### src/rtl/fifo_write_arbiter_if.sv
// Bundle of producer handshake and FIFO write-side signals shared by the
// write arbiter and whatever drives it (producers plus FIFO status).
interface fifo_write_arbiter_if #(
  parameter int NUM_REQ = 2,
  parameter int DATA_W  = 8,
  parameter int COUNT_W = 4
);
  logic [NUM_REQ-1:0]        reqValid;
  logic [NUM_REQ*DATA_W-1:0] reqData;
  logic [NUM_REQ-1:0]        reqLast;
  logic [NUM_REQ-1:0]        reqReady;
  logic [NUM_REQ-1:0]        grant;
  logic                      fifoWrite;
  logic [DATA_W-1:0]         fifoDataIn;
  logic                      fifoFull;
  logic [COUNT_W-1:0]        fifoCount;
  logic                      overflowErr;

  // Environment side: producers and FIFO status drive, arbiter results observed
  modport master (
    output reqValid, reqData, reqLast, fifoFull, fifoCount,
    input  reqReady, grant, fifoWrite, fifoDataIn, overflowErr
  );

  // Arbiter side
  modport slave (
    input  reqValid, reqData, reqLast, fifoFull, fifoCount,
    output reqReady, grant, fifoWrite, fifoDataIn, overflowErr
  );
endinterface

### src/rtl/fifo_write_arbiter.sv
// Round-robin burst arbiter sharing the single write port of a small sync
// FIFO between several producers. Free space is judged from the FIFO count
// plus the write still in flight, so the FIFO is never written while full.
module fifo_write_arbiter #(
  parameter int NUM_REQ   = 2,
  parameter int DATA_W    = 8,
  parameter int DEPTH     = 8,
  parameter int COUNT_W   = 4,
  parameter int MAX_BURST = 4
) (
  input  logic               clock,
  input  logic               reset,
  fifo_write_arbiter_if.slave bus
);
  localparam int OWNER_W = (NUM_REQ > 1) ? $clog2(NUM_REQ) : 1;
  localparam logic [COUNT_W:0] DEPTH_V     = (COUNT_W+1)'(DEPTH);
  localparam logic [3:0]       LAST_BEAT   = 4'(MAX_BURST - 1);
  localparam logic [OWNER_W:0] NUM_REQ_V   = (OWNER_W+1)'(NUM_REQ);
  localparam logic [OWNER_W-1:0] LAST_OWNER = OWNER_W'(NUM_REQ - 1);

  typedef enum logic {IDLE, BURST} state_t;

  state_t               r_state;
  logic [OWNER_W-1:0]   r_rrPtr;
  logic [OWNER_W-1:0]   r_owner;
  logic [3:0]           r_burstCnt;
  logic [NUM_REQ-1:0]   r_grant;
  logic                 r_fifoWrite;
  logic [DATA_W-1:0]    r_fifoDataIn;
  logic                 r_overflowErr;

  logic [COUNT_W:0]     w_occupancy;
  logic                 w_spaceOk;
  logic [2*NUM_REQ-1:0] w_reqRotated;
  logic                 w_pickFound;
  logic [OWNER_W-1:0]   w_pickIdx;
  logic [OWNER_W:0]     w_pickSum;
  logic                 w_ownerValid;
  logic                 w_ownerLast;
  logic [DATA_W-1:0]    w_ownerData;
  logic [NUM_REQ-1:0]   w_ownerOneHot;
  logic [OWNER_W-1:0]   w_ownerNext;
  logic                 w_accept;
  logic                 w_release;

  // A write issued last cycle is not yet visible in fifoCount, so count it here.
  assign w_occupancy = {1'b0, bus.fifoCount} + {{COUNT_W{1'b0}}, r_fifoWrite};
  assign w_spaceOk   = !bus.fifoFull && (w_occupancy < DEPTH_V);

  // Rotating the doubled request vector puts rrPtr at bit 0, so the lowest set bit wins.
  assign w_reqRotated = {bus.reqValid, bus.reqValid} >> r_rrPtr;

  assign w_ownerValid  = bus.reqValid[r_owner];
  assign w_ownerLast   = bus.reqLast[r_owner];
  assign w_ownerData   = bus.reqData[r_owner*DATA_W +: DATA_W];
  assign w_ownerOneHot = NUM_REQ'(1) << r_owner;
  assign w_ownerNext   = (r_owner == LAST_OWNER) ? '0 : r_owner + 1'b1;

  assign w_accept  = (r_state == BURST) && w_ownerValid && w_spaceOk;
  assign w_release = (r_state == BURST) &&
                     ((w_accept && (w_ownerLast || (r_burstCnt == LAST_BEAT))) ||
                      (!w_ownerValid && w_spaceOk));

  assign bus.reqReady    = ((r_state == BURST) && w_spaceOk) ? w_ownerOneHot : '0;
  assign bus.grant       = r_grant;
  assign bus.fifoWrite   = r_fifoWrite;
  assign bus.fifoDataIn  = r_fifoDataIn;
  assign bus.overflowErr = r_overflowErr;

  // Pick the first requester at or after rrPtr, wrapping modulo NUM_REQ.
  always_comb begin
    w_pickFound = 1'b0;
    w_pickIdx   = '0;
    w_pickSum   = '0;
    for (int k = NUM_REQ - 1; k >= 0; k--) begin
      if (w_reqRotated[k]) begin
        w_pickFound = 1'b1;
        w_pickSum   = {1'b0, r_rrPtr} + (OWNER_W+1)'(k);
        if (w_pickSum >= NUM_REQ_V) begin
          w_pickSum = w_pickSum - NUM_REQ_V;
        end
        w_pickIdx = w_pickSum[OWNER_W-1:0];
      end
    end
  end

  // Arbitration FSM with registered grant, write strobe, data and error flag.
  always_ff @(posedge clock) begin
    if (reset) begin
      r_state       <= IDLE;
      r_rrPtr       <= '0;
      r_owner       <= '0;
      r_burstCnt    <= '0;
      r_grant       <= '0;
      r_fifoWrite   <= 1'b0;
      r_fifoDataIn  <= '0;
      r_overflowErr <= 1'b0;
    end else begin
      r_overflowErr <= r_fifoWrite & bus.fifoFull;
      r_fifoWrite   <= 1'b0;
      case (r_state)
        IDLE: begin
          if (w_pickFound) begin
            r_state    <= BURST;
            r_owner    <= w_pickIdx;
            r_grant    <= NUM_REQ'(1) << w_pickIdx;
            r_burstCnt <= '0;
          end
        end
        BURST: begin
          if (w_accept) begin
            r_fifoWrite  <= 1'b1;
            r_fifoDataIn <= w_ownerData;
            r_burstCnt   <= r_burstCnt + 4'd1;
          end
          if (w_release) begin
            r_state <= IDLE;
            r_grant <= '0;
            r_rrPtr <= w_ownerNext;
          end
        end
        default: begin
          r_state <= IDLE;
          r_grant <= '0;
        end
      endcase
    end
  end
endmodule
### src/flat_wrapper.sv
// flat-port wrapper written by rule: the top's interface ports become plain ports
module fifo_write_arbiter_flat 
#(
  parameter int NUM_REQ   = 2,
  parameter int DATA_W    = 8,
  parameter int DEPTH     = 8,
  parameter int COUNT_W   = 4,
  parameter int MAX_BURST = 4
)
  (clock, reset, bus_reqValid, bus_reqData, bus_reqLast, bus_fifoFull, bus_fifoCount, bus_reqReady, bus_grant, bus_fifoWrite, bus_fifoDataIn, bus_overflowErr);
  fifo_write_arbiter_if #(.NUM_REQ(NUM_REQ), .DATA_W(DATA_W), .COUNT_W(COUNT_W)) bus_i ();
  input  logic clock;
  input  logic reset;
  input wire logic [$bits(bus_i.reqValid)-1:0] bus_reqValid;
  input wire logic [$bits(bus_i.reqData)-1:0] bus_reqData;
  input wire logic [$bits(bus_i.reqLast)-1:0] bus_reqLast;
  input wire logic [$bits(bus_i.fifoFull)-1:0] bus_fifoFull;
  input wire logic [$bits(bus_i.fifoCount)-1:0] bus_fifoCount;
  output wire logic [$bits(bus_i.reqReady)-1:0] bus_reqReady;
  output wire logic [$bits(bus_i.grant)-1:0] bus_grant;
  output wire logic [$bits(bus_i.fifoWrite)-1:0] bus_fifoWrite;
  output wire logic [$bits(bus_i.fifoDataIn)-1:0] bus_fifoDataIn;
  output wire logic [$bits(bus_i.overflowErr)-1:0] bus_overflowErr;
  assign bus_i.reqValid = bus_reqValid;
  assign bus_i.reqData = bus_reqData;
  assign bus_i.reqLast = bus_reqLast;
  assign bus_i.fifoFull = bus_fifoFull;
  assign bus_i.fifoCount = bus_fifoCount;
  assign bus_reqReady = bus_i.reqReady;
  assign bus_grant = bus_i.grant;
  assign bus_fifoWrite = bus_i.fifoWrite;
  assign bus_fifoDataIn = bus_i.fifoDataIn;
  assign bus_overflowErr = bus_i.overflowErr;
  fifo_write_arbiter #(.NUM_REQ(NUM_REQ), .DATA_W(DATA_W), .DEPTH(DEPTH), .COUNT_W(COUNT_W), .MAX_BURST(MAX_BURST)) u_core (.clock(clock), .reset(reset), .bus(bus_i));
endmodule
### config.mk
export PLATFORM = sky130hd
export DESIGN_NAME = fifo_write_arbiter_flat
export DESIGN_NICKNAME = d
export VERILOG_FILES = /design/src/rtl/fifo_write_arbiter_if.sv /design/src/rtl/fifo_write_arbiter.sv /design/src/flat_wrapper.sv
export SDC_FILE = /design/constraint.sdc
export NUM_CORES = 1
export LEC_CHECK = 0
export ABC_AREA = 1
export CAP_MARGIN = 20
export CORE_MARGIN = 3
export CORE_UTILIZATION = 44
export CTS_CLUSTER_DIAMETER = 80
export DETAILED_ROUTE_END_ITERATION = 10
export PLACE_DENSITY = 0.82
export SLEW_MARGIN = 20
export SYNTH_ARGS = -nofsm -noshare
export SYNTH_HDL_FRONTEND = slang
export SYNTH_SLANG_ARGS = --single-unit
export TNS_END_PERCENT = 10
### constraint.sdc
create_clock -name clock -period 1.6 [get_ports clock]
set_input_delay 0.24 -clock clock [delete_from_list [all_inputs] [get_ports clock]]
set_output_delay 0.24 -clock clock [all_outputs]
set_load 0.01 [all_outputs]
==> impl_metrics.csv <==
group,metric,value,unit
global_routing,grt_pass1_vias,1102,
yosys,synth-edff-count,0,
global_routing,antenna_found_initial,0,
power_and_ir_drop,pwr-share-clk,25.6,%
yosys,avgSynthCellArea,6.767,um^2
place,placed_area,1436,um^2
worst_setup_path,cp_data_arrival_time,1.22,ns
timing,tightest_slew,0.2503,ns
floorplanning,dieArea,2780,um^2
clock_network,numCtsBuffers,3,
power_and_ir_drop,p_int,0.7037,mW
yosys,synth.cell_area,960.9,um^2
yosys,synth_cells,142,
place,numPortBuffers,40,
global_routing,grt_start_max_net_pins,12,
place,gp_congestion,0.8324,
timing,fmax,0.6832,GHz
worst_setup_path,crit_path_start_kind,"register",
detailed_routing,post_drt_wl_per_cell,11.75,um
clock_network,clkLatencyLatePin,0.30,ns
finish,fin_area,1455,um^2
finish,drive_gt1_share,12.63,%
yosys,yosysWarnings,0,
finish,nNetsFinal,219,
finish,seq_area,380.4,um^2
power_and_ir_drop,combPwrFrac,22.7,%
worst_setup_path,crit_chain,"clkdlybuf4s50_1",
timing,rsz0062_at_grt,"false",
timing,hold_violations,0,
power_and_ir_drop,p_sw_share,27.21,%
worst_setup_path,max_stage_delay,0.55,ns
global_routing,grtUsageTotal,21.12,%
worst_setup_path,slowest_stage,"clkdlybuf4s50_1",
power_and_ir_drop,p_per_area,664.4,nW/um^2
clock_network,htreeDepth,1,
timing,holdWs,0.4568,ns
finish,multi_input_area,490.5,um^2
power_and_ir_drop,p_sw,0.2631,mW
timing,period_needed,1.464,ns
power_and_ir_drop,cellLeakagePower,0.6465,nW
worst_setup_path,worstReg2RegStart,"u_core.r_owner",
min_path,hp-class,"register to register",
yosys,synth-main-ff-cell,"dfxtp_1",
worst_setup_path,crit_path_end_kind,"output pin",
detailed_routing,drcViolationCount,0,
timing,clock_skew,0.005908,ns
floorplanning,rows,16,
yosys,ys_async_sr_fraction,0,%
detailed_routing,wl,2.550,mm
timing,setup_viol,0,
global_routing,grt_first_pass_wirelength,4.402,mm
place,hpwl,2.052,mm
status,status,"finished clean",
finish,n_fill_cell,185,
min_path,timing.hold.worst.start,"u_core.bus.fifoWrite",
detailed_routing,drt.antenna.violating_nets,0,
timing,slew_viol_final,0,
yosys,synth_seq_area_share,39.58,%
clock_network,clk_root_buffer_cell,"clkbuf_4",
finish,syn_to_final_growth,51.43,%
worst_setup_path,crit_path_start,"u_core.bus.grant[0]",
floorplanning,ios,41,
finish,antennaDiodeCount,0,
worst_setup_path,crit_buf_inv,1,
yosys,synth_cell_types,23,
global_routing,overflow,0,
clock_network,tritoncts,"built",
floorplanning,core-area,2022,um^2
power_and_ir_drop,vdd_ir_drop_max,0.0004671,V
clock_network,clock_sinks,19,
detailed_routing,drt_first_pass_iters,4,
detailed_routing,initialDrtViolationCount,20,
yosys,synth_fp_nets,170,
worst_setup_path,worst-setup-path-type,"register to output pin",
timing,post-route-period-util,91.48,%
clock_network,cts_max_path_buffers,2,
detailed_routing,num_vias,1064,
floorplanning,die_w,52.73,um
floorplanning,start_util,47.52,%
yosys,synth-seq-cells,19,
worst_setup_path,cp_top_family,"buffers and inverters",
power_and_ir_drop,pwr-share-seq,51.8,%
floorplanning,dieHeight,52.73,um
clock_network,clk_pin_slew,0.11,ns
worst_setup_path,cp_max_fo,2,
run,drv_cap,0,
timing,relSlewSlack,83.30,%
worst_setup_path,required,1.36,ns
detailed_routing,via_per_inst,4.903,
==> area by class of cell <==
class	instances	share of cell area [%]
clock buffers	4	1.806
inverters	14	3.697
multi-input cells	104	33.71
flip-flops and latches	19	26.14
well taps	27	2.322
repair buffers	49	32.33
==> cells in the mapped netlist (2+ instances only) <==
library cell  number  area share [%]
buf_6              2             2.3
nor2_1            11             4.3
nand3_1           17             8.9
nand2_4            2             2.3
inv_2              2            0.78
a21oi_1           12             6.3
o21ai_0            2             1.0
nand2_1           51              20
dfxtp_1           19              40
inv_1             11             4.3
==> power groups by stage <==
| stage | clock network (mW) | registers (mW) | logic, mW |
|---|---|---|---|
| 2_1_floorplan | 0 | 0.514 | 0.0941 |
| 3_3_place_gp | 0 | 0.510 | 0.213 |
| 3_5_place_dp | 0 | 0.511 | 0.220 |
| 4_1_cts | 0.252 | 0.500 | 0.221 |
| 5_1_grt | 0.269 | 0.502 | 0.242 |
| 6_report | 0.247 | 0.500 | 0.219 |
==> logic make-up (layout without fill, tap and decap cells) <==
| family | Yosys count | in the layout | synth area share, % |
|---|---|---|---|
| compound gates | 17 | 17 | 9.636 |
| xor+xnor | 1 | 1 | 0.9116 |
| fa+ha+maj | 1 | 1 | 1.302 |
| buf+inv | 19 | 67 | 9.635 |
| flops | 19 | 19 | 39.58 |
| simple gates | 85 | 85 | 38.93 |
==> final timing paths <==
| path | endpoint | cells past startpoint | slack [ns] |
|---|---|---|---|
| max | bus_grant[0] | 1 | 0.14 |
| min | u_core.bus.overflowErr | 2 | 0.46 |
| max reg2reg | u_core.r_burstCnt[2] | 10 | 0.16 |
| min reg2reg | u_core.bus.overflowErr | 2 | 0.46 |
==> through the flow <==
| step | TNS [ns] | total power [mW] | utilization (%) | setup WS [ns] | std cells |
|---|---|---|---|---|---|
| 2_1_floorplan | 0 | 0.6076 | - | 0.3740 | 142 |
| 3_5_place_dp | -1.231 | 0.7311 | 71.04 | -0.2684 | 213 |
| 3_3_place_gp | -0.9122 | 0.7231 | 71.04 | -0.2658 | 213 |
| 5_1_grt | 0 | 1.013 | 71.97 | 0.03130 | 217 |
| 4_1_cts | 0 | 0.9729 | 72.34 | 0.001927 | 217 |
| 6_report | 0 | 0.9668 | 71.97 | 0.1364 | 217 |
==> worst min-delay path, cell delays in order (launching register included) <==
cell and delay (ns):
dfxtp_1 0.34, nand2_1 0.06, nor2_1 0.03
==> cells in the final DEF (no fill, tap or decap), drive strengths merged, types with 3 or more instances in the layout <==
cell type,netlist,final
nand2,54,54
clkdlybuf4s50,0,38
dfxtp,19,19
nand3,18,18
inv,13,13
nor2,13,13
a21oi,12,12
buf,4,9
clkbuf,1,6
o21ai,3,3
==> state kept, by name, indices dropped and copies added (netlist names) <==
| signal | cells |
|---|---|
| u_core.r_state | 1 |
| u_core.r_rrPtr | 1 |
| u_core.r_owner | 1 |
| u_core.bus.grant | 2 |
| u_core.bus.fifoWrite | 1 |
| u_core.r_burstCnt | 4 |
| u_core.bus.overflowErr | 1 |
| u_core.bus.fifoDataIn | 8 |
==> metal layers <==
| layer | up-vias | global-route usage [%] | wire (um) |
|---|---|---|---|
| met2 | 33 | 40.91 | 1358 |
| li1 | 545 | - | - |
| met1 | 484 | 22.30 | 1071 |
| met4 | 0 | 8.085 | 16 |
| met5 | - | 0 | 0 |
| met3 | 2 | 3.134 | 104 |
==> repair_timing <==
action                                  CTS  global route
hold buffers                              0             0
setup buffers                             0             0
endpoints found under the setup margin    2             2
gates resized for setup                   3             4
(Power assumes the default switching activity.)
